[config.mk]
export PLATFORM = sky130hd
export DESIGN_NAME = cac_tx_framer_16
export DESIGN_NICKNAME = d
export VERILOG_FILES = /design/src/rtl/cac_tx_pkg.sv /design/src/rtl/cac_sym_mux.sv /design/src/rtl/cac_tx_framer_16.sv
export SDC_FILE = /design/constraint.sdc
export NUM_CORES = 1
export LEC_CHECK = 0
export ABC_AREA = 1
export ABC_CLOCK_PERIOD_IN_PS = 4700
export CAP_MARGIN = 20
export CORE_MARGIN = 2
export CORE_UTILIZATION = 57
export CTS_CLUSTER_DIAMETER = 80
export DETAILED_ROUTE_END_ITERATION = 8
export GPL_TIMING_DRIVEN = 0
export PLACE_DENSITY = 0.87
export SLEW_MARGIN = 10
export SYNTH_ARGS = -nofsm -noshare
export SYNTH_HDL_FRONTEND = slang
export SYNTH_SLANG_ARGS = --single-unit
[constraint.sdc]
create_clock -name clock -period 4.7 [get_ports clock]
set_clock_uncertainty 0.05 [all_clocks]
set_input_delay 1.41 -clock clock [delete_from_list [all_inputs] [get_ports clock]]
set_output_delay 1.41 -clock clock [all_outputs]
set_load 0.01 [all_outputs]
[src/rtl/cac_tx_pkg.sv]
// Shared constants, state encoding and parity helper for the transmit-side CAC framer.
// Optional parity symbol per word is enabled with `CAC_TX_PARITY_EN.
package cac_tx_pkg;

   localparam int DBLEN16 = 12;
   localparam int WORD_W  = 33;
   localparam int CHUNK_W = 11;

   // Codewords 2048..3193 are legal for the encoder but never carry payload.
   localparam logic [DBLEN16-1:0] SYM_IDLE     = 12'd3100;
   localparam logic [DBLEN16-1:0] SYM_SYNC     = 12'd3150;
   localparam logic [DBLEN16-1:0] SYM_PAR_BASE = 12'd2048;
   localparam logic [DBLEN16-1:0] SYM_MAX      = 12'd3193;

   typedef enum logic [2:0] {
      ST_PRE,
      ST_IDLE,
      ST_D0,
      ST_D1,
      ST_D2,
`ifdef CAC_TX_PARITY_EN
      ST_PAR,
`endif
      ST_RSYNC
   } state_t;

`ifdef CAC_TX_PARITY_EN
   function automatic logic [9:0] word_parity(input logic [WORD_W-1:0] w);
      return w[9:0] ^ w[20:11] ^ w[31:22];
   endfunction
`endif

endpackage

[src/rtl/cac_sym_mux.sv]
// Combinational choice of the symbol for the current framer state.
// Emits the parity symbol in ST_PAR when `CAC_TX_PARITY_EN is defined.
module cac_sym_mux
   import cac_tx_pkg::*;
(
   input  state_t              state,
   input  logic [WORD_W-1:0]   hold,
   output logic [DBLEN16-1:0]  sym,
   output logic                is_data
);

   always_comb begin
      // NOTE: every output gets a default first so no path through the case infers a latch.
      sym     = SYM_IDLE;
      is_data = 1'b0;
      case (state)
         ST_PRE, ST_RSYNC: sym = SYM_SYNC;
         ST_D0: begin
            sym     = {1'b0, hold[CHUNK_W-1:0]};
            is_data = 1'b1;
         end
         ST_D1: begin
            sym     = {1'b0, hold[2*CHUNK_W-1:CHUNK_W]};
            is_data = 1'b1;
         end
         ST_D2: begin
            sym     = {1'b0, hold[3*CHUNK_W-1:2*CHUNK_W]};
            is_data = 1'b1;
         end
`ifdef CAC_TX_PARITY_EN
         ST_PAR: sym = SYM_PAR_BASE | {2'b00, word_parity(hold)};
`endif
         default: ;
      endcase
   end

endmodule

[src/rtl/cac_tx_framer_16.sv]
// Splits 33-bit payload words into three 11-bit symbols for DPS_encoder_16, with SYNC/IDLE fill.
// Define `CAC_TX_PARITY_EN to append one parity symbol after each word.
module cac_tx_framer_16
   import cac_tx_pkg::*;
#(
   parameter int SYNC_LEN    = 4,
   parameter int SYNC_PERIOD = 256
) (
   input  logic                clock,
   input  logic                reset,
   input  logic [WORD_W-1:0]   in_data,
   input  logic                in_valid,
   output logic                in_ready,
   output logic [DBLEN16-1:0]  sym_out,
   output logic                sym_is_data
);

`ifdef CAC_TX_PARITY_EN
   localparam state_t LAST_ST = ST_PAR;
`else
   localparam state_t LAST_ST = ST_D2;
`endif

   state_t              state;
   logic [3:0]          pre_cnt;
   logic [15:0]         word_cnt;
   logic [WORD_W-1:0]   hold;
   logic [DBLEN16-1:0]  mux_sym;
   logic                mux_is_data;
   logic                is_last;
   logic                resync_due;
   logic                accept;

   assign is_last    = (state == LAST_ST);
   assign resync_due = (word_cnt == 16'(SYNC_PERIOD));
   assign in_ready   = !reset && ((state == ST_IDLE) || (is_last && !resync_due));
   assign accept     = in_valid && in_ready;

   cac_sym_mux u_sym_mux (
      .state   (state),
      .hold    (hold),
      .sym     (mux_sym),
      .is_data (mux_is_data)
   );

   // sym_out trails the state by one cycle: the symbol for a state is registered on leaving it.
   always_ff @(posedge clock) begin
      if (reset) begin
         state       <= ST_PRE;
         pre_cnt     <= '0;
         word_cnt    <= '0;
         hold        <= '0;
         sym_out     <= SYM_SYNC;
         sym_is_data <= 1'b0;
      end else begin
         sym_out     <= mux_sym;
         sym_is_data <= mux_is_data;
         if (accept) begin
            hold     <= in_data;
            word_cnt <= word_cnt + 16'd1;
         end
         if (is_last) begin
            if (accept) begin
               state <= ST_D0;
            end else if (resync_due) begin
               state    <= ST_RSYNC;
               word_cnt <= '0;
            end else begin
               state <= ST_IDLE;
            end
         end else begin
            case (state)
               ST_PRE: begin
                  if (pre_cnt == 4'(SYNC_LEN - 1)) state <= ST_IDLE;
                  else                             pre_cnt <= pre_cnt + 4'd1;
               end
               ST_IDLE:  if (accept) state <= ST_D0;
               ST_D0:    state <= ST_D1;
               ST_D1:    state <= ST_D2;
`ifdef CAC_TX_PARITY_EN
               ST_D2:    state <= ST_PAR;
`endif
               ST_RSYNC: state <= ST_IDLE;
               default:  state <= ST_PRE;
            endcase
         end
      end
   end

endmodule
; After elaboration in Yosys (flattened, before gate mapping)
; Index checks and enable logic that the tools add are counted.
[op_classes]
n_addsub = 2
eq_ne = 9
muxes = 12
bitwise_logic = 2
n_reduce_logical = 11
[ops]
columns = operator, count
row1 = $mux W16, 4
row2 = $pmux W12 S4, 1
row3 = $add A16 B1 Y16 const B, 1
row4 = $eq A16 B9 Y1 const B, 1
row5 = $mux W3, 5
row6 = $pmux W3 S5, 1
row7 = $eq A3 B2 Y1 const B, 2
row8 = $eq A3 B3 Y1 const B, 2
row9 = $ne A3 B3 Y1 const B, 2
row10 = $add A4 B1 Y4 const B, 1
row11 = $eq A4 B2 Y1 const B, 1
row12 = $eq A3 B1 Y1 const B, 1
row13 = $logic_and A1 B1 Y1, 3
row14 = $logic_not A3 Y1, 1
row15 = $reduce_and A3 Y1, 1
row16 = $reduce_or A3 Y1, 1
row17 = $logic_not A1 Y1, 2
row18 = $not A1 Y1, 2
row19 = $reduce_and A2 Y1, 1
row20 = $reduce_or A2 Y1, 1
row21 = $logic_or A1 B1 Y1, 1
row22 = $mux W1, 1
[totals]
ff_bits = 69
inputBits = 36
word_cells = 42

; Longest topological paths before layout
; Gate-level depths: netlist of run 1.
[logic_depth]
word_depth = 10
depth_mapped = 10
ltp_nobuf = 10

; Modules after synthesis
; From an unflattened synthesis of run 1, not the netlist that was laid out.
[unflattened]
cells_unflattened = 478
area_unflattened_um2 = 3289.4
[by_module_without_submodules]
columns = module, n_inst, cells_each, area_per_inst_um2, seq_area_each_um2
row1 = cac_tx_framer_16, 1, 385, 2830.2, 1381.3
row2 = cac_sym_mux, 1, 93, 459.2, 0.0

; Worst setup path after synthesis of run 1
; No wires, ideal clock.
[synth_path]
path_type = input to output
start = input reset
end = output in_ready
arrival_time_ps = 1943
required_time_ps = 3240
path_slack_ps = 1297
cell_stages = 4
n_path_buf = 1
cell_sequence = clkbuf_1 -> a21oi_4 -> nand2_1 -> inv_1
[synth_via]
elab_chain_len = 2
[synth_lines]
columns = element, line
row1 = from (decl), cac_tx_framer_16.sv:10  ; input logic reset,
row2 = $logic_not A1 Y1, cac_tx_framer_16.sv:36  ; assign in_ready = !reset && ((state == ST_IDLE) || (is_last && !resync_due));
row3 = $logic_and A1 B1 Y1, cac_tx_framer_16.sv:36
row4 = to (decl), cac_tx_framer_16.sv:13  ; output logic in_ready,
; Every way passes these cells.

; Final worst setup path of run 1
; Same ends and word-level chain as after synthesis.

==> results_dict.tcl, run 1 <==
set metrics [dict create \
    outcome "finished, final reports clean" \
    cp_cell_sequence "clkbuf_1, a21oi_4, nand2_1, inv_1, clkdlybuf4s50_1" \
    max_freq_mhz 246.6 \
    place_inst 552 \
    hp-class "flip-flop to flip-flop" \
    dpl.hpwl_mm 5.872 \
    hold_violations 0 \
    period_share 0.8628 \
    drc 0 \
    rsz0062_at_grt "no" \
    cts_buffers 9 \
    yosysTopAreaCell "dfxtp_1" \
    area_growth_pct 25.23 \
    critPathKind "primary input to output port" \
    fillerInstances 422 \
    finalCriticalPeriod_ns 4.055 \
    synth_area_um2 3064 \
    ys_top_cells_by_area "dfxtp_1 45%, nand2_1 19%, a21oi_1 8.8%" \
    slowest_stage "clkdlybuf4s50_1" \
    num_vias 3071 \
    tns_ns 0 \
    clk_latency_ns 0.35 \
    max_cap_viol_count 0 \
    num_antenna_cells 0 \
    cts_max_path_buffers 2 \
    start_kind "primary input" \
    core.rowCount 26 \
    netlist_top_cells_count "159 x nand2_1, 69 x dfxtp_1, 54 x a21oi_1, 33 x inv_1" \
    syn_inst 435 \
    yosysSeqAreaShare 0.4508 \
    endpoint_kind "output port" \
    slew_headroom 0.6498 \
    rrSetupSlack_ns 2.80 \
    cts_tree "built" \
    die-area_um2 5978 \
    critPathBufInv 3 \
    wl_per_cell_um 14.08 \
    p_leak_nw 1.441 \
    worstHoldPathCells 2 \
    hold_start "hold[16]" \
    yosysMostFrequentCell "nand2_1" \
    synth_top_area_share 0.4508 \
    core_um2 5140 \
    crit_arrival_ns 2.59 \
    synth_edf_count 0 \
    ctsResizeCount 0 \
    grt_pass1_vias 2867 \
    worstMarginPinSlew_ns 0.5253 \
    drive_above_1_share 0.06225 \
    rr_worst_depth 10 \
    grt_max_degree 13 \
    syn-num-nets 474 \
    viasPerCell 5.407 \
    r2r_end "hold[6]" \
    die_x_um 77.32 \
    fin_nets 532 \
    finalNonFillerCells 568 \
    antenna_found_initial 0 \
    synth-async-reset-ratio 0 \
    cts.sinks 69 \
    yosys_warnings 0 \
    root_buffer "clkbuf_8" \
    post_cts_buffers 0 \
    htree_levels 3 \
    hold_buffers 0 \
    crit_family "buffers and inverters" \
    synth-seq-cells 69 \
    place_congestion 0.8940 \
    cp_max_fo 7 \
    ys_types 25 \
    grt_pass1_wl_mm 13.28 \
    fin_hold_ws_ns 0.4214 \
    avgSynthCellArea_um2 7.044 \
    start_util 0.5962 \
    grt_overflow 0 \
    postRouteAntennaNets 0 \
    first_pass_iters 5 \
    peakVddDrop_mv 0.2609 \
    io_pins 50 \
    synth_ff_type "dfxtp_1" \
    gr-usage-all-layers 0.2820 \
    setup_viol 0 \
    timing.rr.start "word_cnt[1]" \
    path_clk_slew_ns 0.07 \
    min_to "hold[16]" \
    p_per_area_nw_per_um2 343.3 \
    cpPeakStageDelay_ns 0.53 \
    port_buffers 47 \
    totalWireLength_mm 8.000 \
    detail_route.iter0.violations 283 \
    slew_violations 0 \
    die_h_um 77.32 \
    worstPathRequired_ns 3.24 \
]
through the flow:
step	utilization	setup slack, ns	instance area, µm²	power [mW]
after CTS	0.7466	0.6438	3837	1.318
final	0.7466	0.6450	3837	1.317
after detailed placement	0.7047	0.6458	3622	0.7994
after global placement	0.7047	0.6896	3622	0.7906
after floorplan	-	1.297	3064	0.7292
after global routing	0.7466	0.5845	3837	1.369
layer usage:
layer | share of wire | vias to the layer above | track usage
li1 | - | 1514 | -
met1 | 0.43 | 1409 | 0.3624
met2 | 0.48 | 132 | 0.4557
met3 | 0.076 | 16 | 0.08118
met4 | 0.018 | 0 | 0.09286
met5 | 0 | - | 0
worst max path at each step:
stage / end / cells past startpoint / from
after floorplan: in_ready / 4 / reset
after global placement: in_ready / 5 / reset
after detailed placement: in_ready / 5 / reset
after CTS: in_ready / 5 / reset
after global routing: in_ready / 5 / reset
final: in_ready / 5 / reset
cell usage in the layout (no fill, tap or decap), drive strengths merged, types with 2 or more instances in the layout:
master,instances
clkdlybuf4s50,47
buf,9
xor2,7
nor3,4
nand4,13
o21ai,6
nand3,29
bufinv,2
clkinv,5
a21oi,55
ha,3
clkbuf,21
nand2,160
dfxtp,69
xnor2,3
inv,34
nor2,28
tightest hold or removal path: stages, from the launching register on:
cell and delay [ns]:
dfxtp_1 0.31, nand2_1 0.06, a21oi_1 0.05
report_power, final:
part           internal, mW  switching (mW)  total [mW]
Clock                 0.299           0.227       0.526
Combinational        0.0703          0.0946       0.165
Sequential            0.610          0.0164       0.626
registers in the layout (all words and copies together) (netlist names):
name / cells
sym_out: 12
state: 3
hold: 33
sym_is_data: 1
word_cnt: 16
pre_cnt: 4
cell type report:
cell class	instances	area, µm²	share of cell area
clock buffers	10	127.6	0.03326
flip-flops and latches	69	1381	0.3600
clock inverters	6	87.58	0.02282
repair buffers	47	470.5	0.1226
inverters	35	132.6	0.03456
multi-input cells	311	1439	0.3750
plain buffers	20	111.4	0.02902
well taps	70	87.58	0.02282
logic make-up after synthesis:
| kind of cell | synth area share |
|---|---|
| xor+xnor | 0.02859 |
| simple gates | 0.3226 |
| buf+inv | 0.07962 |
| compound gates | 0.1062 |
| flops | 0.4508 |
| fa+ha+maj | 0.01225 |
Note: power is estimated with default switching activity, not from simulation.
==> run 2: changes to the inputs <==
--- a/config.mk
+++ b/config.mk
@@ -7,13 +7,14 @@
 export LEC_CHECK = 0
 export ABC_AREA = 1
 export ABC_CLOCK_PERIOD_IN_PS = 4700
-export CAP_MARGIN = 20
+export CAP_MARGIN = 40
 export CORE_MARGIN = 2
-export CORE_UTILIZATION = 57
+export CORE_UTILIZATION = 30
 export CTS_CLUSTER_DIAMETER = 80
 export DETAILED_ROUTE_END_ITERATION = 8
 export GPL_TIMING_DRIVEN = 0
-export PLACE_DENSITY = 0.87
+export PLACE_DENSITY = 0.53
+export SKIP_CTS_REPAIR_TIMING = 1
 export SLEW_MARGIN = 10
 export SYNTH_ARGS = -nofsm -noshare
 export SYNTH_HDL_FRONTEND = slang
==> run 2 against run 1 <==
Via count is 6.6% lower. Non-clock buffer count unchanged. Sequential power about the same. Critical path depth stayed put. Highest routed layer unchanged. Cell count is 11% higher. Design area rose by 1.0%. Clock power shrank 17%. Register-to-register slack gained 0.09 ns. Count of clock-buffer cells in the layout shrank 1. Fmax grew 2.0%. Die area rose by 85%.
==> results_dict.tcl, run 2 (synthesis results as in run 1) <==
set metrics [dict create \
    die_x_um 105.1 \
    core_um2 9864 \
    final_cell_mix "159 x nand2_1, 69 x dfxtp_1, 54 x a21oi_1, 47 x clkdlybuf4s50_1, 33 x inv_1" \
    fin_area_um2 3876 \
    cts_max_path_buffers 2 \
    finish.utilization 0.3929 \
    drive_above_1_share 0.06426 \
    critPathKind "primary input to output port" \
    outcome "finished, final reports clean" \
    place_inst 615 \
    grt_pass1_vias 2752 \
    worstMarginPinSlew_ns 0.5130 \
    postPlaceCellArea_um2 3701 \
    cts_tree "built" \
    die-area_um2 11040 \
    num_vias 2868 \
    viasPerCell 4.545 \
    period_share 0.8456 \
    hp-class "flip-flop to flip-flop" \
    clk_latency_ns 0.36 \
    grt_max_degree 14 \
    root_buffer "clkbuf_8" \
    port_buffers 47 \
    reg.largest.list "hold x33, word_cnt x16, sym_out x12" \
    p_total_mw 1.220 \
    first_pass_iters 4 \
    multi_input_area_um2 1439 \
    max_freq_mhz 251.6 \
    place_congestion 0.9140 \
    antenna_found_initial 0 \
    setup_viol 0 \
    endpoint_kind "output port" \
    peakVddDrop_mv 0.1323 \
    p_per_area_nw_per_um2 314.9 \
    critPathBufInv 3 \
    pre_cts_slack_ns 0.7093 \
    max_cap_viol_count 0 \
    seqCellArea_um2 1381 \
    start_util 0.3106 \
    io_pins 50 \
    htree_levels 3 \
    core.rowCount 36 \
    fin_nets 532 \
    gr-usage-all-layers 0.1522 \
    rsz0062_at_grt "no" \
    final_common_cell "nand2_1" \
    dpl.hpwl_mm 5.956 \
    cpPeakStageDelay_ns 0.52 \
    die_h_um 105.1 \
    cp_max_fo 7 \
    regMostFlops "hold" \
    cp_cell_sequence "clkbuf_1, a21oi_4, nand2_1, inv_1, clkdlybuf4s50_1" \
    cts.sinks 69 \
    totalWireLength_mm 7.935 \
    num_antenna_cells 0 \
    crit_family "buffers and inverters" \
    detail_route.iter0.violations 140 \
    path_clk_slew_ns 0.08 \
    fillerInstances 1045 \
    slew_headroom 0.6580 \
    hold_violations 0 \
    largest_reg_flops 33 \
    wl_per_cell_um 12.58 \
    grt_pass1_wl_mm 13.35 \
    area_growth_pct 26.50 \
    cts_buffers 9 \
    setup_slack_ns 0.7255 \
    slew_violations 0 \
    crit_arrival_ns 2.51 \
    tns_ns 0 \
    fin_hold_ws_ns 0.4209 \
    finalCriticalPeriod_ns 3.975 \
    drc 0 \
    p_leak_nw 1.416 \
    grt_overflow 0 \
    finalNonFillerCells 631 \
    postRouteAntennaNets 0 \
    slowest_stage "clkdlybuf4s50_1" \
    worstPathRequired_ns 3.24 \
    start_kind "primary input" \
]
run 2: cell count changes in the layout (fill, tap and decap cells not counted):
cell	previous run	this run
clkbuf_1	12	11
bufinv_16	2	0
inv_6	0	1
clkinvlp_4	0	2
run 2: worst paths after layout:
| kind | start | depth (start not counted) | endpoint | slack [ns] |
|---|---|---|---|---|
| worst max-delay path | reset | 5 | in_ready | 0.73 |
| worst min-delay path | hold[15] | 2 | hold[15] | 0.42 |
| worst max register to register | word_cnt[0] | 10 | hold[7] | 2.89 |
| worst min register to register | hold[15] | 2 | hold[15] | 0.42 |
run 2: worst min-delay path: cells and delay by family (launching register included):
kind / cells / cell delay, ns
AOI/OAI and AO/OA: 1 / 0.06
and+or+nand+nor: 1 / 0.06
DFF: 1 / 0.32
run 2: metal layers:
layer | share of wire | GRT usage | up-vias | routed length [µm]
li1 | - | - | 1514 | -
met1 | 0.50 | 0.2088 | 1281 | 3930
met2 | 0.44 | 0.2324 | 60 | 3525
met3 | 0.042 | 0.03057 | 13 | 334
met4 | 0.018 | 0.06286 | 0 | 144
met5 | 0 | 0 | - | 0
run 2: power breakdown:
part	switching [mW]	total (mW)	internal [mW]	leakage, nW
Combinational	0.0874	0.157	0.0700	0.773
Clock	0.245	0.437	0.193	0.0856
Sequential	0.0160	0.626	0.610	0.557
run 2: area by class of cell:
type,instances,share of cell area
Inverter,35,0.03422
Tap cell,133,0.04293
Timing Repair Buffer,47,0.1214
Multi-Input combinational cell,311,0.3712
Clock buffer,9,0.03196
Sequential cell,69,0.3564
Buffer,20,0.02873
Clock inverter,7,0.01323
